<file path="config.mk">
export PLATFORM = sky130hd
export DESIGN_NAME = pc_ctrl
export DESIGN_NICKNAME = d
export VERILOG_FILES = /design/src/rtl/pc_ctrl.sv
export SDC_FILE = /design/constraint.sdc
export NUM_CORES = 1
export LEC_CHECK = 0
export CORE_UTILIZATION = 45
export CTS_BUF_LIST = sky130_fd_sc_hd__clkbuf_16
export CTS_CLUSTER_DIAMETER = 200
export DETAILED_ROUTE_END_ITERATION = 8
export MAX_ROUTING_LAYER = met4
export PLACE_DENSITY_LB_ADDON = 0.3
export SLEW_MARGIN = 20
export SYNTH_ARGS = -nofsm -noshare
export SYNTH_HDL_FRONTEND = slang
export SYNTH_SLANG_ARGS = --single-unit
</file>
<file path="constraint.sdc">
create_clock -name clk_i -period 1.7 [get_ports clk_i]
set_input_delay 0.255 -clock clk_i [delete_from_list [all_inputs] [get_ports clk_i]]
set_output_delay 0.255 -clock clk_i [all_outputs]
set_load 0.005 [all_outputs]
</file>
<file path="src/rtl/pc_ctrl.sv">
// Program-counter sequencer: arbitrates trap/irq/mret/branch redirects and memory stalls
// into one-hot pc controls, squashes wrong-path stages after each redirect.
module pc_ctrl #(
    parameter int FLUSH_CYCLES = 2,
    parameter int CNT_W        = 32
) (
    input  logic             clk_i,
    input  logic             rst_i,
    input  logic             imem_ready_i,
    input  logic             dmem_busy_i,
    input  logic             instr_valid_i,
    input  logic             branch_i,
    input  logic             mret_i,
    input  logic             exc_i,
    input  logic [3:0]       exc_cause_i,
    input  logic             irq_i,
    output logic             stall_o,
    output logic             incr_pc_o,
    output logic             exception_o,
    output logic             ret_o,
    output logic             load_arith_o,
    output logic             flush_o,
    output logic             irq_ack_o,
    output logic [31:0]      mcause_o,
    output logic [CNT_W-1:0] redirect_cnt_o
);

    localparam int FW = (FLUSH_CYCLES > 1) ? $clog2(FLUSH_CYCLES) : 1;
    localparam logic [FW-1:0] FLUSH_LAST = FW'(FLUSH_CYCLES - 1);

    typedef enum logic [1:0] {
        ST_BOOT  = 2'd0,
        ST_RUN   = 2'd1,
        ST_FLUSH = 2'd2
    } state_t;

    state_t            state_q, state_d;
    logic [FW-1:0]     fcnt_q, fcnt_d;
    logic [31:0]       mcause_q, mcause_d;
    logic [CNT_W-1:0]  redir_q, redir_d;

    logic take_exc, take_irq, take_ret, take_br, redirect;

    // Interrupts wait out a load/store; synchronous traps abort it.
    assign take_exc = exc_i & instr_valid_i;
    assign take_irq = irq_i & ~dmem_busy_i;
    assign take_ret = mret_i & instr_valid_i & ~dmem_busy_i;
    assign take_br  = branch_i & instr_valid_i & ~dmem_busy_i;

    always_comb begin
        state_d      = state_q;
        fcnt_d       = fcnt_q;
        mcause_d     = mcause_q;
        redir_d      = redir_q;
        stall_o      = 1'b0;
        incr_pc_o    = 1'b0;
        exception_o  = 1'b0;
        ret_o        = 1'b0;
        load_arith_o = 1'b0;
        flush_o      = 1'b0;
        irq_ack_o    = 1'b0;
        redirect     = 1'b0;
        case (state_q)
            ST_BOOT: begin
                flush_o = 1'b1;
                state_d = ST_RUN;
            end
            ST_RUN: begin
                if (take_exc) begin
                    exception_o = 1'b1;
                    mcause_d    = {28'b0, exc_cause_i};
                    redirect    = 1'b1;
                end else if (take_irq) begin
                    exception_o = 1'b1;
                    irq_ack_o   = 1'b1;
                    mcause_d    = 32'h8000_000B;
                    redirect    = 1'b1;
                end else if (take_ret) begin
                    ret_o    = 1'b1;
                    redirect = 1'b1;
                end else if (take_br) begin
                    load_arith_o = 1'b1;
                    redirect     = 1'b1;
                end else if (dmem_busy_i || !imem_ready_i) begin
                    stall_o = 1'b1;
                end else begin
                    incr_pc_o = 1'b1;
                end
                if (redirect) begin
                    redir_d = redir_q + CNT_W'(1);
                    fcnt_d  = FLUSH_LAST;
                    state_d = ST_FLUSH;
                end
            end
            ST_FLUSH: begin
                // Squash window only advances on accepted fetches.
                flush_o   = 1'b1;
                incr_pc_o = imem_ready_i;
                stall_o   = ~imem_ready_i;
                if (imem_ready_i) begin
                    if (fcnt_q == '0) state_d = ST_RUN;
                    else              fcnt_d  = fcnt_q - FW'(1);
                end
            end
            default: begin
                flush_o = 1'b1;
                state_d = ST_BOOT;
            end
        endcase
    end

    always_ff @(posedge clk_i or posedge rst_i) begin
        if (rst_i) begin
            state_q  <= ST_BOOT;
            fcnt_q   <= '0;
            mcause_q <= '0;
            redir_q  <= '0;
        end else begin
            state_q  <= state_d;
            fcnt_q   <= fcnt_d;
            mcause_q <= mcause_d;
            redir_q  <= redir_d;
        end
    end

    assign mcause_o       = mcause_q;
    assign redirect_cnt_o = redir_q;

endmodule

</file>
Yosys cells after proc, flatten, opt, wreduce, memory -nomap -nowiden --
Cells that the tools add are included.
Cells by class: $add $sub $neg 2, $mul 0, divide/modulo/power cells 0, magnitude comparators 0, eq/ne operators 5, shifts and indexed selects 0, mux-type cells 41, bitwise operators 8, reductions and logical operators 9
Operator list (count):
- 32-bit 2-to-1 mux | 2
- 32-bit by 1-bit adder with 32-bit output, second input constant | 1
- 1-bit 2-to-1 mux | 32
- 1-bit bitwise AND | 6
- 2-bit 2-to-1 mux | 3
- 2-bit inequality test, second input constant | 3
- 1-bit case mux with 2 select lines | 3
- 2-bit case mux with 3 select lines | 1
- 3-bit AND reduction | 2
- 2-bit AND reduction | 2
- 2-bit nonzero test | 2
- 2-bit by 1-bit equality test with 1-bit output, second input constant | 1
- 2-bit equality test, second input constant | 1
- 2-bit zero test | 1
- 1-bit NOT | 2
- 1-bit zero test | 1
- 1-bit logical OR | 1
- 1-bit subtractor, second input constant | 1
Word-level totals: register bits 67, bits in latches 0, memory bits (writable) 0, ROM bits 0, bits of input ports 13, output and inout port bits 71, memories 0

Depth between registers and ports, before layout --
Gate-level depths: netlist of the first run.
depth in word-level cells 9, gate-level depth with buffers 8, depth with buffers taken out 7

Worst setup path after synthesis of the first run --
No wires, ideal clock.
path type register to output, start register state_q[1], end output load_arith_o, arrival time 1.476 ns, required time 1.445 ns, path slack -0.031 ns, cell stages (with the launch flop) 8, buffers on the path 1, path through dfrtp_1 inv_1 ha_1 clkbuf_1 inv_1 nor2_1 nand3_1 nor3b_1
Between the ends: longest elaborated chain between the ends 2
RTL lines:
- start, declared | RTL line 37 | state_t state_q, state_d;
- start signal, assigned | RTL line 119 | state_q <= state_d;
- 2-bit by 1-bit equality test with 1-bit output | RTL line 63 | case (state_q)
- 1-bit 2-to-1 mux | RTL line 63
- end, declared | RTL line 21 | output logic load_arith_o,
Every way passes these cells.

Worst setup path in the final report of the first run --
start register state_q[0], end output incr_pc_o
Between the ends: longest elaborated chain between the ends 2, elaborated cells between the ends (all ways) 3, those cells by class eq/ne: 2; mux: 1
RTL lines:
- 2-bit equality test / 2-bit by 1-bit equality test with 1-bit output (equally long branches) | RTL line 63
- 1-bit case mux with 2 select lines * | RTL line 63
- end, declared | RTL line 18 | output logic incr_pc_o,
Mark *: on every way between the ends. The rest lies on a longest branch, timed or not.

==> Implementation_results.wiki, run 1 <==
{| class="wikitable"
! Metric !! Value
|-
| Run status || finished, violations left
|-
| Violated checks || negative setup slack
|-
| Fillcell total || 360
|-
| Critical path start-end classification || flip-flop to primary output
|-
| Post-Synthesis Cell Area || 2272 um2
|-
| Total global-route track usage || 22.25%
|-
| Number of remaining DRC errors || 0
|-
| Final-report hold violation count || 0
|-
| Antenna violations before repair || 0
|-
| Post-route clock period utilization || 101.3%
|-
| Kind of capture point of the worst setup path || primary output
|-
| Async S/R FF share, synth || 100.0%
|-
| Leak pwr || 1.603 nW
|-
| Die area || 5338 um2
|-
| Core ar. || 4786 um2
|-
| Data arrival, critical path || 1.47 ns
|-
| Type of the most critical hold path || primary input to asynchronous set/reset pin
|-
| Share of post-route cells with drive strength above 1 || 33.97%
|-
| Average wire per standard cell || 13.77 um
|-
| Ratio of routed vias to standard cells || 4.809
|-
| Net count, final || 331
|-
| Overall Power || 3.673 mW
|-
| Synth Warn # || 0
|-
| Chip width || 73.06 um
|-
| Number of detailed-routing iterations run before antenna repair || 4
|-
| VDD IR-drop max || 0.8839 mV
|-
| Ratio of total power to cell area || 1064 nW/um2
|-
| Synthesized area divided by synthesized cell count || 10.57 um2
|-
| Area of the multi-input gates || 1295 um2
|-
| Final routed wirelength across all metal layers || 5262 um
|-
| Register area || 1002 um2
|-
| Global routing met3 resource utilization || 4.144%
|-
| FF+latch count, synth || 40
|-
| Start point of the critical path || state_q[0]
|-
| Most used flip-flop cell after synthesis || sky130_fd_sc_hd__dfrtp_1
|-
| Placed instance area || 3019 um2
|-
| Crit Reg-Reg Startpoint || state_q[1]
|-
| Post-detail-place hpwl || 3493 um
|-
| Global-route wire length before repair || 8673 um
|-
| Proportion of synthesized chip area in sequential cells || 44.05%
|-
| Number of I/O pins || 84
|-
| H-Tree Depth || 2
|-
| Smallest hold slack || 0.3186 ns
|-
| Count of unique library cells instantiated by Yosys || 45
|-
| Fin. max-slew vios || 0
|-
| Initial cell density of the core || 47.48%
|-
| Final Wtd Congestion || 0.7707
|-
| Max Freq || 0.5806 GHz
|-
| Starting DRT DRC Count || 71
|-
| Unrepaired setup endpoints after global routing || yes
|-
| Setup violations, final || 4
|-
| Die Y-Extent || 73.06 um
|-
| Startpoint type of the worst setup path || flip-flop
|-
| Clk Latency, worst-skew pair || 0.28 ns
|-
| Crit-path max FO || 3
|-
| Most frequent cells in the layout || sky130_fd_sc_hd__clkdlybuf4s50_1, sky130_fd_sc_hd__dfrtp_1, sky130_fd_sc_hd__buf_4, sky130_fd_sc_hd__conb_1, sky130_fd_sc_hd__xnor2_1
|-
| Ant diodes || 0
|-
| Cell at the root of the clock tree || sky130_fd_sc_hd__clkbuf_16
|-
| Fraction of met2 tracks used by global routing || 37.04%
|-
| Most common library cell in the layout ignoring fill and taps || sky130_fd_sc_hd__clkdlybuf4s50_1
|-
| Row Count || 25
|-
| Met1 Usage GRT || 26.97%
|-
| Number of global-route vias before repair || 1803
|-
| Number of nets with antenna violations after detailed routing || 0
|-
| Design Area, Final || 3452 um2
|-
| Number of CTS-inserted buffers || 5
|-
| TritonCTS sink count || 40
|-
| CTS tree || built
|-
| Post-layout min period || 1.722 ns
|-
| Overall via count from detail_route || 1837
|-
| Final critical-path setup slack || -0.02239 ns
|-
| Overflow left after global routing || 0
|-
| Number of flops mapped to enable cells by yosys || 0
|-
| Clk slew on worst S/H paths || 0.06 ns
|-
| Gate count after technology mapping || 215
|-
| Number of max-cap violations || 0
|-
| Required arrival time at the worst endpoint || 1.44 ns
|-
| Maximum number of pins on one net before global-route repair || 41
|-
| Buffer levels on the longest clock path || 2
|-
| Layout Area Growth over Synthesis || 51.93%
|-
| Input/output buffers || 56
|-
| Most crowded layer after global routing || met2
|-
| Fin Clk Skew || 0.005677 ns
|}
-- final timing paths --
kind	cells past startpoint	slack [ns]	end
setup / recovery	6	-0.02	incr_pc_o
hold / removal	3	0.32	redirect_cnt_o[25]
setup reg to reg	9	0	redirect_cnt_o[29]
hold reg to reg	1	0.47	redirect_cnt_o[31]
max in group asynchronous	3	1.16	state_q[0]
min in group clk_i	2	0.42	mcause_o[31]
-- routing by layer --
metal	part of all wire (%)	wire length, um
met5	0	0
met4	1.8	94
met1	43	2288
met3	4.1	214
met2	51	2664
-- power breakdown --
part | leakage (nW) | internal [mW] | total (mW) | switching, mW
sequential | 0.522 | 1.10 | 1.24 | 0.138
clock | 0.0804 | 0.697 | 1.09 | 0.392
combinational | 1.00 | 0.773 | 1.34 | 0.569
-- worst max-delay path, cell delays in order (launching register included) --
cell	delay [ns]
sky130_fd_sc_hd__dfrtp_2	0.41
sky130_fd_sc_hd__buf_6	0.12
sky130_fd_sc_hd__inv_4	0.04
sky130_fd_sc_hd__ha_4	0.16
sky130_fd_sc_hd__buf_6	0.11
sky130_fd_sc_hd__o211a_1	0.22
sky130_fd_sc_hd__buf_2	0.12
-- per-stage QoR --
step	util, %	setup slack [ns]	TNS, ns	std cells
4_1_cts	71.50	-0.08400	-0.4997	382
3_3_place_gp	63.09	-0.4052	-9.254	364
2_1_floorplan	-	0.09959	0	241
3_5_place_dp	63.09	-0.4530	-10.78	364
6_report	72.13	-0.02239	-0.04177	382
5_1_grt	72.13	-0.09755	-1.177	382
-- synthesized netlist by cell type, types with 2 or more instances --
cell type | n | area share, %
sky130_fd_sc_hd__nor2_1 | 13 | 2.1
sky130_fd_sc_hd__nand4_1 | 8 | 2.2
sky130_fd_sc_hd__and3_1 | 3 | 0.83
sky130_fd_sc_hd__and4_1 | 2 | 0.77
sky130_fd_sc_hd__nor3_1 | 4 | 0.88
sky130_fd_sc_hd__inv_1 | 11 | 1.8
sky130_fd_sc_hd__xnor2_1 | 24 | 9.3
sky130_fd_sc_hd__nand3_2 | 2 | 0.88
sky130_fd_sc_hd__a21oi_1 | 6 | 1.3
sky130_fd_sc_hd__buf_4 | 27 | 8.9
sky130_fd_sc_hd__nand4_4 | 2 | 1.9
sky130_fd_sc_hd__nand4_2 | 3 | 1.7
sky130_fd_sc_hd__and2_4 | 2 | 0.77
sky130_fd_sc_hd__dfrtp_1 | 40 | 44
sky130_fd_sc_hd__nand2_1 | 11 | 1.8
sky130_fd_sc_hd__ha_1 | 4 | 2.2
sky130_fd_sc_hd__xor2_1 | 6 | 2.3
sky130_fd_sc_hd__o22a_1 | 3 | 1.2
sky130_fd_sc_hd__nand3_1 | 15 | 3.3
sky130_fd_sc_hd__nor3_2 | 2 | 0.88
sky130_fd_sc_hd__and2_1 | 2 | 0.55
sky130_fd_sc_hd__and3_2 | 2 | 0.66
-- state kept, by name, indices dropped and copies added, names as in the netlist --
name / flops
redirect_cnt_o: 32
mcause_o: 5
state_q: 2
fcnt_q: 1
-- logic make-up after synthesis --
| group | share of synthesized area, % |
|---|---|
| DFF | 44.05 |
| and+or+nand+nor | 22.30 |
| AOI/OAI and AO/OA | 6.279 |
| xor gates and xnor gates | 12.28 |
| other | 0.1650 |
| muxes | 0.4956 |
| adders and majority gates | 2.203 |
| buffers and inverters | 12.22 |
-- layout make-up --
type / instances / area share (%)
clock buffers: 5 / 3.625
clock inverters: 3 / 1.341
inverters: 12 / 1.450
multi-input cells: 160 / 37.51
flip-flops and latches: 40 / 29.03
well taps: 67 / 2.428
repair buffers: 95 / 24.61
-- repair_timing --
action | 4_1_cts | 5_1_grt
gates resized for setup | 67 | 14
pin swaps | 19 | 14
setup endpoints to repair | 26 | 25
hold buffers | 0 | 0
gates cloned | 1 | 0
buffers inserted | 9 | 0
Power figures use the tool's default switching activity.
==> run 2, diff against run 1 <==
- CORE_UTILIZATION: 45 -> 55
- DONT_BUFFER_PORTS: default -> 1
==> run 2 against run 1 <==
The flow finishes with violations (negative hold slack, negative setup slack). Critical path type unchanged. Power down 16%. Non-clock buffer count shrank 67. Worst setup slack improved by 0.0038 ns. Routed wire length fell by 12%. Critical endpoint unchanged.
==> Implementation_results.wiki, run 2 (synthesized netlist as in run 1, its figures left out) <==
{| class="wikitable"
! Metric !! Value
|-
| Cell at the root of the clock tree || sky130_fd_sc_hd__clkbuf_16
|-
| Core ar. || 3799 um2
|-
| Worst path buffer plus inverter count || 4
|-
| Run status || finished, violations left
|-
| Setup violations, final || 2
|-
| Number of CTS-inserted buffers || 5
|-
| Max Freq || 0.5819 GHz
|-
| Smallest hold slack || -0.02304 ns
|-
| Unrepaired setup endpoints after global routing || yes
|-
| Maximum single-stage delay on the critical path || 0.39 ns
|-
| Maximum number of pins on one net before global-route repair || 41
|-
| Max FFs per register || 32
|-
| Ratio of total power to cell area || 1150 nW/um2
|-
| Violated checks || negative hold slack, negative setup slack
|-
| Fin. max-slew vios || 0
|-
| Post-detail-place hpwl || 3154 um
|-
| Overflow left after global routing || 0
|-
| Critical path start-end classification || flip-flop to primary output
|-
| Type of the most critical hold path || primary input to asynchronous set/reset pin
|-
| Largest delay share family, worst path || flip-flops
|-
| Endpoint of the worst register-to-register path || redirect_cnt_o[21]
|-
| Net switching share of the total power || 30.71%
|-
| Required arrival time at the worst endpoint || 1.44 ns
|-
| Post-layout min period || 1.719 ns
|-
| Final critical-path setup slack || -0.01860 ns
|-
| Crit Reg-Reg Startpoint || state_q[1]
|-
| Final routed wirelength across all metal layers || 4623 um
|-
| Leak pwr || 1.292 nW
|-
| Register-to-register setup slack || -0.01 ns
|-
| TritonCTS sink count || 40
|-
| Antenna violations before repair || 0
|-
| Relative max-transition margin || 65.71%
|-
| Clk slew on worst S/H paths || 0.06 ns
|-
| Number of detailed-routing iterations run before antenna repair || 4
|-
| Number of remaining DRC errors || 0
|-
| Row Count || 22
|-
| Average wire per standard cell || 15.67 um
|-
| Crit-path max FO || 4
|-
| Final-report hold violation count || 21
|-
| H-Tree Depth || 2
|-
| Input/output buffers || 0
|-
| Clk Latency, worst-skew pair || 0.28 ns
|-
| Total global-route track usage || 22.89%
|-
| Kind of capture point of the worst setup path || primary output
|-
| Cts hold-fix bufs || 0
|-
| Number of max-cap violations || 0
|-
| Startpoint type of the worst setup path || flip-flop
|-
| Starting DRT DRC Count || 103
|-
| Share of total power in the clock network || 28.4%
|-
| Overall Power || 3.079 mW
|-
| Global-route wire length before repair || 7189 um
|-
| Sw power || 0.9455 mW
|-
| Slew at the pin closest to its max-slew limit || 0.5132 ns
|-
| Relative contribution of sequential cells to total power || 40.1%
|-
| VDD IR-drop max || 0.7194 mV
|-
| Final Wtd Congestion || 0.8205
|-
| Net count, final || 263
|-
| Die area || 4392 um2
|-
| Chip width || 66.28 um
|-
| Combinational share of power || 31.5%
|-
| Most frequent cells in the layout || sky130_fd_sc_hd__dfrtp_1, sky130_fd_sc_hd__conb_1, sky130_fd_sc_hd__buf_4, sky130_fd_sc_hd__xnor2_1, sky130_fd_sc_hd__nand3_1
|-
| Worst R2R Path Depth || 8
|-
| Fin Clk Skew || 0.004343 ns
|-
| CP cell instances || inv_2, ha_4, buf_12, inv_6, buf_6, nor3_2, o211a_1
|-
| Internal Pwr Total || 2.133 mW
|-
| Post-route clock period utilization || 101.1%
|-
| Die Y-Extent || 66.28 um
|-
| Overall via count from detail_route || 1597
|-
| Buffer levels on the longest clock path || 2
|-
| DP Worst Slack || -0.01243 ns
|-
| Most common library cell in the layout ignoring fill and taps || sky130_fd_sc_hd__dfrtp_1
|-
| Number of global-route vias before repair || 1551
|-
| Highest-delay cell along the critical path || sky130_fd_sc_hd__dfrtp_1
|-
| Sum of negative setup slack || -0.02437 ns
|-
| Layout Area Growth over Synthesis || 17.84%
|-
| Initial cell density of the core || 59.82%
|-
| Share of post-route cells with drive strength above 1 || 28.34%
|-
| CTS tree || built
|-
| Data arrival, critical path || 1.46 ns
|-
| Ant diodes || 0
|-
| Number of I/O pins || 84
|-
| Ratio of routed vias to standard cells || 5.414
|-
| Number of nets with antenna violations after detailed routing || 0
|}
[run 2: power by group through the flow]
stage	Combinational (mW)	Clock, mW	Sequential, mW
final	0.971	0.873	1.24
after global routing	1.07	0.929	1.26
after CTS	0.887	0.895	1.24
after detailed placement	0.722	0	1.25
after global placement	0.706	0	1.25
after floorplan	0.510	0	1.25
[run 2: what timing repair did]
item	CTS	global route
setup buffers	6	2
pin swaps	1	8
gates resized for setup	10	17
cloned	0	0
endpoints found under the setup margin	8	22
[run 2: final cells by class]
cell class / count / area [um2]
multi-input combinational: 159 / 1200
inverter: 12 / 50.05
sequential: 40 / 1001
clock buffer: 5 / 125.1
fill: 294 / 1121
clock inverter: 3 / 11.26
timing repair buffer: 28 / 230.2
tap: 48 / 60.06
[run 2: how the worst max path moves through the flow]
| stage | from | to | slack [ns] | cells past startpoint |
|---|---|---|---|---|
| after floorplan | state_q[1] | load_arith_o | 0.1 | 7 |
| after global placement | state_q[1] | redirect_cnt_o[28] | 0.05 | 7 |
| after detailed placement | state_q[1] | redirect_cnt_o[28] | -0.01 | 7 |
| after CTS | state_q[1] | incr_pc_o | -0.01 | 7 |
| after global routing | state_q[1] | redirect_cnt_o[29] | -0.11 | 8 |
| final | state_q[1] | incr_pc_o | -0.02 | 7 |
[run 2: per-stage QoR]
step / cells / hold slack [ns] / cell area, um2 / utilization [%]
global placement: 279 / 0.2984 / 2360 / 62.12
finish: 295 / -0.02304 / 2678 / 70.49
floorplan: 241 / 0.3520 / 2371 / -
global route: 295 / 0.03528 / 2678 / 70.49
detailed placement: 279 / 0.3080 / 2360 / 62.12
CTS: 293 / 0.005550 / 2572 / 67.72
[run 2: routing by layer]
metal	track usage, %	wire [um]	up-vias
li1	-	-	737
met1	25.77	1821	798
met2	36.35	2388	54
met3	7.414	297	8
met4	11.70	115	0
met5	-	0	-
